`src/rtl/fpga_config_loader_if.sv`:
```
// Word-stream handshake into the configuration loader.
// The source drives data and valid. The loader returns ready.
interface fpga_config_loader_if #(
    parameter int unsigned IN_W = 16
);
    logic [IN_W-1:0] in_data;
    logic            in_valid;
    logic            in_ready;

    modport master (output in_data, output in_valid, input  in_ready);
    modport slave  (input  in_data, input  in_valid, output in_ready);
endinterface

```
`src/rtl/fpga_config_loader.sv`:
```
// Assembles groups of stream words into tile configuration words.
// Each word is strobed one-hot into the tile grid, and the load closes with an XOR checksum check.
module fpga_config_loader #(
    parameter int unsigned NUM_TILES = 4,
    parameter int unsigned CFG_W     = 77,
    parameter int unsigned IN_W      = 16,
    localparam int unsigned TW       = (NUM_TILES > 1) ? $clog2(NUM_TILES) : 1
) (
    input  logic                  clk,
    input  logic                  rst_n,
    input  logic                  start,
    fpga_config_loader_if.slave   in_if,
    output logic [CFG_W-1:0]      cfg_bits,
    output logic [NUM_TILES-1:0]  cfg_wr_en,
    output logic [TW-1:0]         tile_idx,
    output logic                  busy,
    output logic                  done,
    output logic                  err
);
    localparam int unsigned NWORDS = (CFG_W + IN_W - 1) / IN_W;
    localparam int unsigned ASM_W  = NWORDS * IN_W;
    localparam int unsigned WCW    = (NWORDS > 1) ? $clog2(NWORDS) : 1;

    typedef enum logic [2:0] {
        S_IDLE,
        S_LOAD,
        S_WRITE,
        S_CHECK,
        S_DONE
    } state_t;

    state_t                 state_q,     state_d;
    logic [TW-1:0]          tile_idx_q,  tile_idx_d;
    logic [WCW-1:0]         wcnt_q,      wcnt_d;
    logic [IN_W-1:0]        xacc_q,      xacc_d;
    logic [ASM_W-1:0]       asm_q,       asm_d;
    logic [CFG_W-1:0]       cfg_bits_q,  cfg_bits_d;
    logic [NUM_TILES-1:0]   cfg_wr_en_q, cfg_wr_en_d;
    logic                   err_q,       err_d;

    always_ff @(posedge clk or negedge rst_n) begin
        if (!rst_n) begin
            state_q     <= S_IDLE;
            tile_idx_q  <= '0;
            wcnt_q      <= '0;
            xacc_q      <= '0;
            asm_q       <= '0;
            cfg_bits_q  <= '0;
            cfg_wr_en_q <= '0;
            err_q       <= 1'b0;
        end else begin
            state_q     <= state_d;
            tile_idx_q  <= tile_idx_d;
            wcnt_q      <= wcnt_d;
            xacc_q      <= xacc_d;
            asm_q       <= asm_d;
            cfg_bits_q  <= cfg_bits_d;
            cfg_wr_en_q <= cfg_wr_en_d;
            err_q       <= err_d;
        end
    end

    always_comb begin
        state_d     = state_q;
        tile_idx_d  = tile_idx_q;
        wcnt_d      = wcnt_q;
        xacc_d      = xacc_q;
        asm_d       = asm_q;
        cfg_bits_d  = cfg_bits_q;
        cfg_wr_en_d = '0;
        err_d       = err_q;

        case (state_q)
            S_IDLE: begin
                if (start) begin
                    state_d    = S_LOAD;
                    tile_idx_d = '0;
                    wcnt_d     = '0;
                    xacc_d     = '0;
                    err_d      = 1'b0;
                end
            end
            S_LOAD: begin
                if (in_if.in_valid) begin
                    asm_d[wcnt_q * IN_W +: IN_W] = in_if.in_data;
                    xacc_d = xacc_q ^ in_if.in_data;
                    // The last word goes straight into the strobe register, so the write lands the cycle after its handshake.
                    if (wcnt_q == WCW'(NWORDS - 1)) begin
                        wcnt_d      = '0;
                        state_d     = S_WRITE;
                        cfg_bits_d  = asm_d[CFG_W-1:0];
                        cfg_wr_en_d = NUM_TILES'(1) << tile_idx_q;
                    end else begin
                        wcnt_d = wcnt_q + WCW'(1);
                    end
                end
            end
            S_WRITE: begin
                if (tile_idx_q == TW'(NUM_TILES - 1)) begin
                    state_d = S_CHECK;
                end else begin
                    tile_idx_d = tile_idx_q + TW'(1);
                    state_d    = S_LOAD;
                end
            end
            S_CHECK: begin
                if (in_if.in_valid) begin
                    if (in_if.in_data == xacc_q) begin
                        state_d = S_DONE;
                    end else begin
                        err_d   = 1'b1;
                        state_d = S_IDLE;
                    end
                end
            end
            S_DONE:  state_d = S_IDLE;
            default: state_d = S_IDLE;
        endcase
    end

    assign in_if.in_ready = (state_q == S_LOAD) || (state_q == S_CHECK);
    assign busy           = (state_q != S_IDLE);
    assign done           = (state_q == S_DONE);
    assign err            = err_q;
    assign tile_idx       = tile_idx_q;
    assign cfg_bits       = cfg_bits_q;
    assign cfg_wr_en      = cfg_wr_en_q;
endmodule

```
`src/flat_wrapper.sv`:
```
// flat-port wrapper written by rule: the top's interface ports become plain ports
module fpga_config_loader_flat 
#(
    parameter int unsigned NUM_TILES = 4,
    parameter int unsigned CFG_W     = 77,
    parameter int unsigned IN_W      = 16,
    localparam int unsigned TW       = (NUM_TILES > 1) ? $clog2(NUM_TILES) : 1
)
  (clk, rst_n, start, cfg_bits, cfg_wr_en, tile_idx, busy, done, err, in_if_in_data, in_if_in_valid, in_if_in_ready);
  fpga_config_loader_if #(.IN_W(IN_W)) in_if_i ();
  input  logic clk;
  input  logic rst_n;
  input  logic start;
  output logic [CFG_W-1:0] cfg_bits;
  output logic [NUM_TILES-1:0] cfg_wr_en;
  output logic [TW-1:0] tile_idx;
  output logic busy;
  output logic done;
  output logic err;
  input wire logic [$bits(in_if_i.in_data)-1:0] in_if_in_data;
  input wire logic [$bits(in_if_i.in_valid)-1:0] in_if_in_valid;
  output wire logic [$bits(in_if_i.in_ready)-1:0] in_if_in_ready;
  assign in_if_i.in_data = in_if_in_data;
  assign in_if_i.in_valid = in_if_in_valid;
  assign in_if_in_ready = in_if_i.in_ready;
  fpga_config_loader #(.NUM_TILES(NUM_TILES), .CFG_W(CFG_W), .IN_W(IN_W)) u_core (.clk(clk), .rst_n(rst_n), .start(start), .in_if(in_if_i), .cfg_bits(cfg_bits), .cfg_wr_en(cfg_wr_en), .tile_idx(tile_idx), .busy(busy), .done(done), .err(err));
endmodule
```
`config.mk`:
```
export PLATFORM = sky130hd
export DESIGN_NAME = fpga_config_loader_flat
export DESIGN_NICKNAME = d
export VERILOG_FILES = /design/src/rtl/fpga_config_loader_if.sv /design/src/rtl/fpga_config_loader.sv /design/src/flat_wrapper.sv
export SDC_FILE = /design/constraint.sdc
export NUM_CORES = 1
export LEC_CHECK = 0
export CORE_MARGIN = 2
export CORE_UTILIZATION = 60
export CTS_BUF_LIST = sky130_fd_sc_hd__clkbuf_8
export DETAILED_ROUTE_END_ITERATION = 12
export DONT_BUFFER_PORTS = 1
export GPL_TIMING_DRIVEN = 0
export PLACE_DENSITY = 0.88
export SLEW_MARGIN = 30
export SYNTH_ARGS = -nofsm -noshare
export SYNTH_HDL_FRONTEND = slang
export SYNTH_SLANG_ARGS = --single-unit
export TNS_END_PERCENT = 5
```
`constraint.sdc`:
```
create_clock -name clk -period 3.35 [get_ports clk]
set_input_delay 0.67 -clock clk [delete_from_list [all_inputs] [get_ports clk]]
set_output_delay 0.67 -clock clk [all_outputs]
set_load 0.05 [all_outputs]
```
Word level (Yosys, flattened, before mapping)
Cells that the tools add are included.

word-level totals
  register bits after elaboration = 186
  output and inout port bits = 87
  input bits = 20
  word-level logic and storage cells = 65

cells by class
  mux-type cells = 25
  shifts and indexed selects = 3
  reduce and logical (&&, ||, !) cells = 12
  $add $sub $neg = 3
  equality and inequality tests = 13
  bitwise operators = 1

operators with widths
  kind                      number
  $bwmux 80                 1
  $shift 16x34->80 const A  1
  $shiftx 16x34->80         1
  $neg 7->34                1
  $mux 16                   2
  $pmux 16 s2               1
  $mux 3                    8
  $eq 16x16->1              1
  $xor 16x16->16            1
  $mux 4                    3
  $pmux 3 s4                1
  $ne 2x2->1 const B        5
  $reduce_and 3->1          3
  $reduce_and 4->1          2
  $eq 3x2->1 const B        2
  $eq 3x3->1 const B        2
  $mux 2                    3
  $pmux 3 s2                1
  $reduce_bool 2->1         3
  $pmux 2 s2                1
  $shl 1x2->4 const A       1
  $add 3x1->3 const B       1
  $eq 3x1->1 const B        1
  $logic_not 3->1           1
  8 further kinds           10

Longest topological paths before layout
Gate-level depths: netlist (run 1).

  depth after elaboration = 4
  gate-level depth with buffers = 11
  depth with buffers taken out = 8

Worst setup path after synthesis (run 1)
Ideal clock, no wire load.

  path type = register -> register
  start point = reg u_core.wcnt_q[0]
  end point = reg u_core.asm_q[0]
  data arrival time = 2454 ps
  cell stages (with the launch flop) = 11
  path buffers = 3
  library setup time = 125 ps
  data required time = 3225 ps
  slack = 770 ps
  clock period less this slack = 2580 ps
  path through = dfrtp_1 -> buf_6 -> inv_1 -> ha_1 -> ha_1 -> nor4b_4 -> nand3_4 -> or2_1 -> buf_6 -> buf_6 -> mux2_4

between the ends
  longest elaborated chain between the ends = 3
  elaborated cells between the ends (all ways) = 4
  classes of those cells = add/sub (1); shift (2); mux (1)

ends and longest elaborated chain
  element                                                       RTL line                  text
  from (decl)                                                   fpga_config_loader.sv:34  logic [WCW-1:0] wcnt_q, wcnt_d;
  from (signal assigned)                                        fpga_config_loader.sv:54  wcnt_q <= wcnt_d;
  $neg 7->34 (*)                                                fpga_config_loader.sv:85  asm_d[wcnt_q * IN_W +: IN_W] = in_if.in_data;
  $shiftx 16x34->80 / $shift 16x34->80 (equally long branches)  fpga_config_loader.sv:85
  $bwmux 80 (*)                                                 fpga_config_loader.sv:85
  to (signal assigned)                                          fpga_config_loader.sv:56  asm_q <= asm_d;
  to (decl)                                                     fpga_config_loader.sv:36  logic [ASM_W-1:0] asm_q, asm_d;

Mark *: on every way between the ends. The rest lies on a longest branch, timed or not.
A chain may end at the register's enable or synchronous reset.

Worst setup path in the final report (run 1)
  start point = reg u_core.wcnt_q[0]
  end point = reg u_core.asm_q[47]

Same word-level chain as after synthesis.

==> impl_results.md, run 1 <==
* Global Route Usage Sum at 0.295
* Total chip power at 9.73 mW
* Post-synthesis xor/xnor area fraction at 0.00210
* CTS tree: built
* Worst Path Required at 3.69 ns
* Post-synth cell types at 41
* Largest cells by area after synthesis: dfrtp_1 55%, a21oi_1 7.5%, nand2_1 7.2%, nor2_1 6.1%, o21ai_0 5.6%
* Final hold viol count at 183
* Crit start category: register
* Antenna diode count at 0
* Post-DRT Antenna Nets at 0
* Synth top cells by count: 183 x dfrtp_1, 159 x nand2_1, 135 x nor2_1
* Largest net degree at the start of global routing at 184
* Synthesized area at 0.00834 mm2
* Slew @ Worst Pin at 0.986 ns
* Top cell type's share of synthesized area at 0.549
* # Post-CTS Setup Buffers at 0
* Seq/Total Area, Yosys at 0.549
* Worst min path class: in -> async
* Met2 wire len at 9600 um
* Fmax achieved at 0.345 GHz
* Total core area at 0.0137 mm2
* Drc violations at 0
* Gp weighted congestion at 0.864
* Worst-path clk slew at 0.10 ns
* Share of cells above drive strength 1 at 0.0788
* Top Metal Used: met4
* Violated checks: negative hold slack
* Count leader, synth: dfrtp_1
* Syn_nets at 952
* Final #Nets at 971
* Clk buf depth at 2
* Filler instances at 1075
* Routed len/inst at 18.5 um
* Yosys top cell by area: dfrtp_1
* Met1 WL at 8730 um
* Max H-tree Level at 4
* DRT iter0 DRCs at 815
* Reg2reg path depth at 11
* Vias at 6875
* Max-Cap Viols at 0
* Relative slew margins at 0.341
* Final worst slack at 0.451 ns
* Ys async rst share at 1.00
* Post-Route WL at 20900 um
* Rows at 43
* Mux share of post-synthesis cell area at 0.0489
* RR Endpoint: u_core.asm_q[47]
* Hold_ws at -0.111 ns
* Pwr/cell area at 1090 mW/mm2
* RSZ-0062 raised after global routing: no
* DP HPWL at 13800 um
* I/O Buffers at 0
* Yosys warnings at 0
* Simple-gate share of the synthesized area at 0.186
* Compound-Gate Fraction of Synth Area at 0.150
* Die width at 122 um
* Clk_lat worst skew at 0.47 ns
* I/O pin count at 107
* Syn Area/Cell at 9.07 um2
* Primary FF master, synth: dfrtp_1
* Setup TNS at 0 ns
* Reg2Reg Launch Point: u_core.wcnt_q[0]
* P_leak at 3.98 nW
* Met3 routed WL at 1950 um
* Sink Count at 183
* Outcome: finished with violations
* Vias/cell at 6.07
* Final Util at 0.652
* Cts bufs inserted at 17
* R2R setup slack at 0.45 ns
* Yosys reg bits at 183
* Critical path startpoint: u_core.wcnt_q[0]
* CTS-repair resized insts at 0
* Die Ht at 122 um
* Crit. End Element: register
* Gate Count Post-Synth at 920
* Layout Skew at 0.0127 ns
* Tcrit/Tclk final at 0.865
* Tmin final at 2.90 ns
* Max Slew Vio Count at 0
* Arrival time of the worst setup path at 3.24 ns
* Area Overhead vs Synth at 7.32%
* Post-synth EDFFs at 0
* Root buffer cell: clkbuf_8
* Final setup fails at 0
* DP Worst Slack at 0.550 ns
* Post-Synth Adder-Cell Area at 0.0180
* Post-Layout Cell Count at 1132
* Antenna violations before repair at 0
* Initial DRT Pass Iterations at 5
* Global-route wire length before repair at 33700 um
* Worst setup path class: reg -> reg
* Initial Util at 0.608
* Placed insts at 1100
* Crit-path max FO at 10
* Vias in the first global route at 6629
* Total gr overflow at 0
* VDD IR max at 0.000476 V
* Largest family of logic cells by synthesized area: simple AND/OR/NAND/NOR gates
* Die area at 0.0149 mm2
-- cells in the final DEF (no fill, tap or decap), types with 4 or more instances in the layout --
cell and instances:
a21oi_1 125, a31oi_1 7, and3_1 6, buf_1 6, buf_2 14, buf_4 7, clkbuf_1 41, clkbuf_8 19
dfrtp_1 183, ha_1 12, inv_1 13, inv_6 4, mux2_2 6, mux2_4 10, mux2i_1 19, nand2_1 159
nand2b_1 27, nand3_1 14, nand4_1 4, nor2_1 135, o21ai_0 93, o21ai_1 7
-- routing by layer --
layer  global-route usage  vias up
li1                     -     3106
met2                0.446      320
met4                0.111        0
met5                    0        -
met1                0.406     3391
met3               0.0875       58
-- logic make-up after synthesis --
kind of cell / count (synthesis)
AO/OA/AOI/OAI: 242
AND/OR/NAND/NOR: 363
adder cells (fa/ha/maj): 12
flip-flops: 183
XOR/XNOR: 2
buffers and inverters: 83
multiplexers: 35
-- state kept, by name (all words and copies together), names as in the netlist --
register / count
u_core.cfg_bits: 77
u_core.asm_q: 77
u_core.cfg_wr_en: 4
u_core.err: 1
u_core.state_q: 3
u_core.xacc_q: 16
u_core.wcnt_q: 3
u_core.tile_idx: 2
-- worst max path at each step --
stage	depth (start not counted)	slack (ns)	end
floorplan	10	0.77	u_core.asm_q[0]
global placement	10	0.58	u_core.asm_q[2]
detailed placement	10	0.55	u_core.asm_q[1]
CTS	10	0.49	u_core.asm_q[1]
global route	11	0.16	u_core.asm_q[44]
finish	11	0.45	u_core.asm_q[47]
-- through the flow --
step	hold slack (ns)	area, um2
finish	-0.111	8950
floorplan	0.374	8340
detailed placement	0.380	8570
CTS	-0.128	8950
global route	-0.139	8950
global placement	0.382	8570
-- area by class of cell --
class / count / area (um2) / area share
well taps: 180 / 225 / 0.0252
plain buffers: 71 / 333 / 0.0372
clock inverters: 13 / 119 / 0.0133
inverters: 12 / 45.0 / 0.00503
flip-flops and latches: 183 / 4580 / 0.512
clock buffers: 19 / 262 / 0.0292
multi-input cells: 654 / 3390 / 0.379
-- power breakdown --
group	switching [mW]	total, mW	internal [mW]
registers	2.41	5.51	3.10
logic	1.74	2.77	1.03
clock network	0.812	1.45	0.633
-- worst max-delay path, cell delays in order (launching register included) --
cell,delay (ns)
dfrtp_1,0.45
buf_6,0.17
inv_1,0.08
ha_1,0.25
ha_1,0.39
o31a_1,0.27
and2_1,0.15
clkbuf_1,0.32
nand2_1,0.19
clkbuf_1,0.28
nand2_1,0.12
o21ai_0,0.09
Power figures use the tool's default switching activity.
==> inputs of run 2 (changes only) <==
- SLEW_MARGIN: 30 -> 20
==> results of run 2 <==
The final DEF is identical to that of run 1; final timing and power are the same.
==> inputs of run 3 (changes only) <==
- CAP_MARGIN: not set -> 20
- clock period: 3.35 -> 3.68 ns (I/O delays scaled with it)
==> results of run 3 <==
Same layout as run 1 (identical final DEF). Status: finished with violations: negative hold slack.
Main changes from that run: setup slack after placement 0.550 ns -> 0.880 ns; setup slack after layout 0.451 ns -> 0.781 ns; hold slack -0.111 ns -> -0.0453 ns; number of hold violations in the final report 183 -> 148; register-to-register setup slack 0.45 ns -> 0.78 ns; total power 9.73 mW -> 8.86 mW; worst IR drop on VDD 0.000476 V -> 0.000433 V
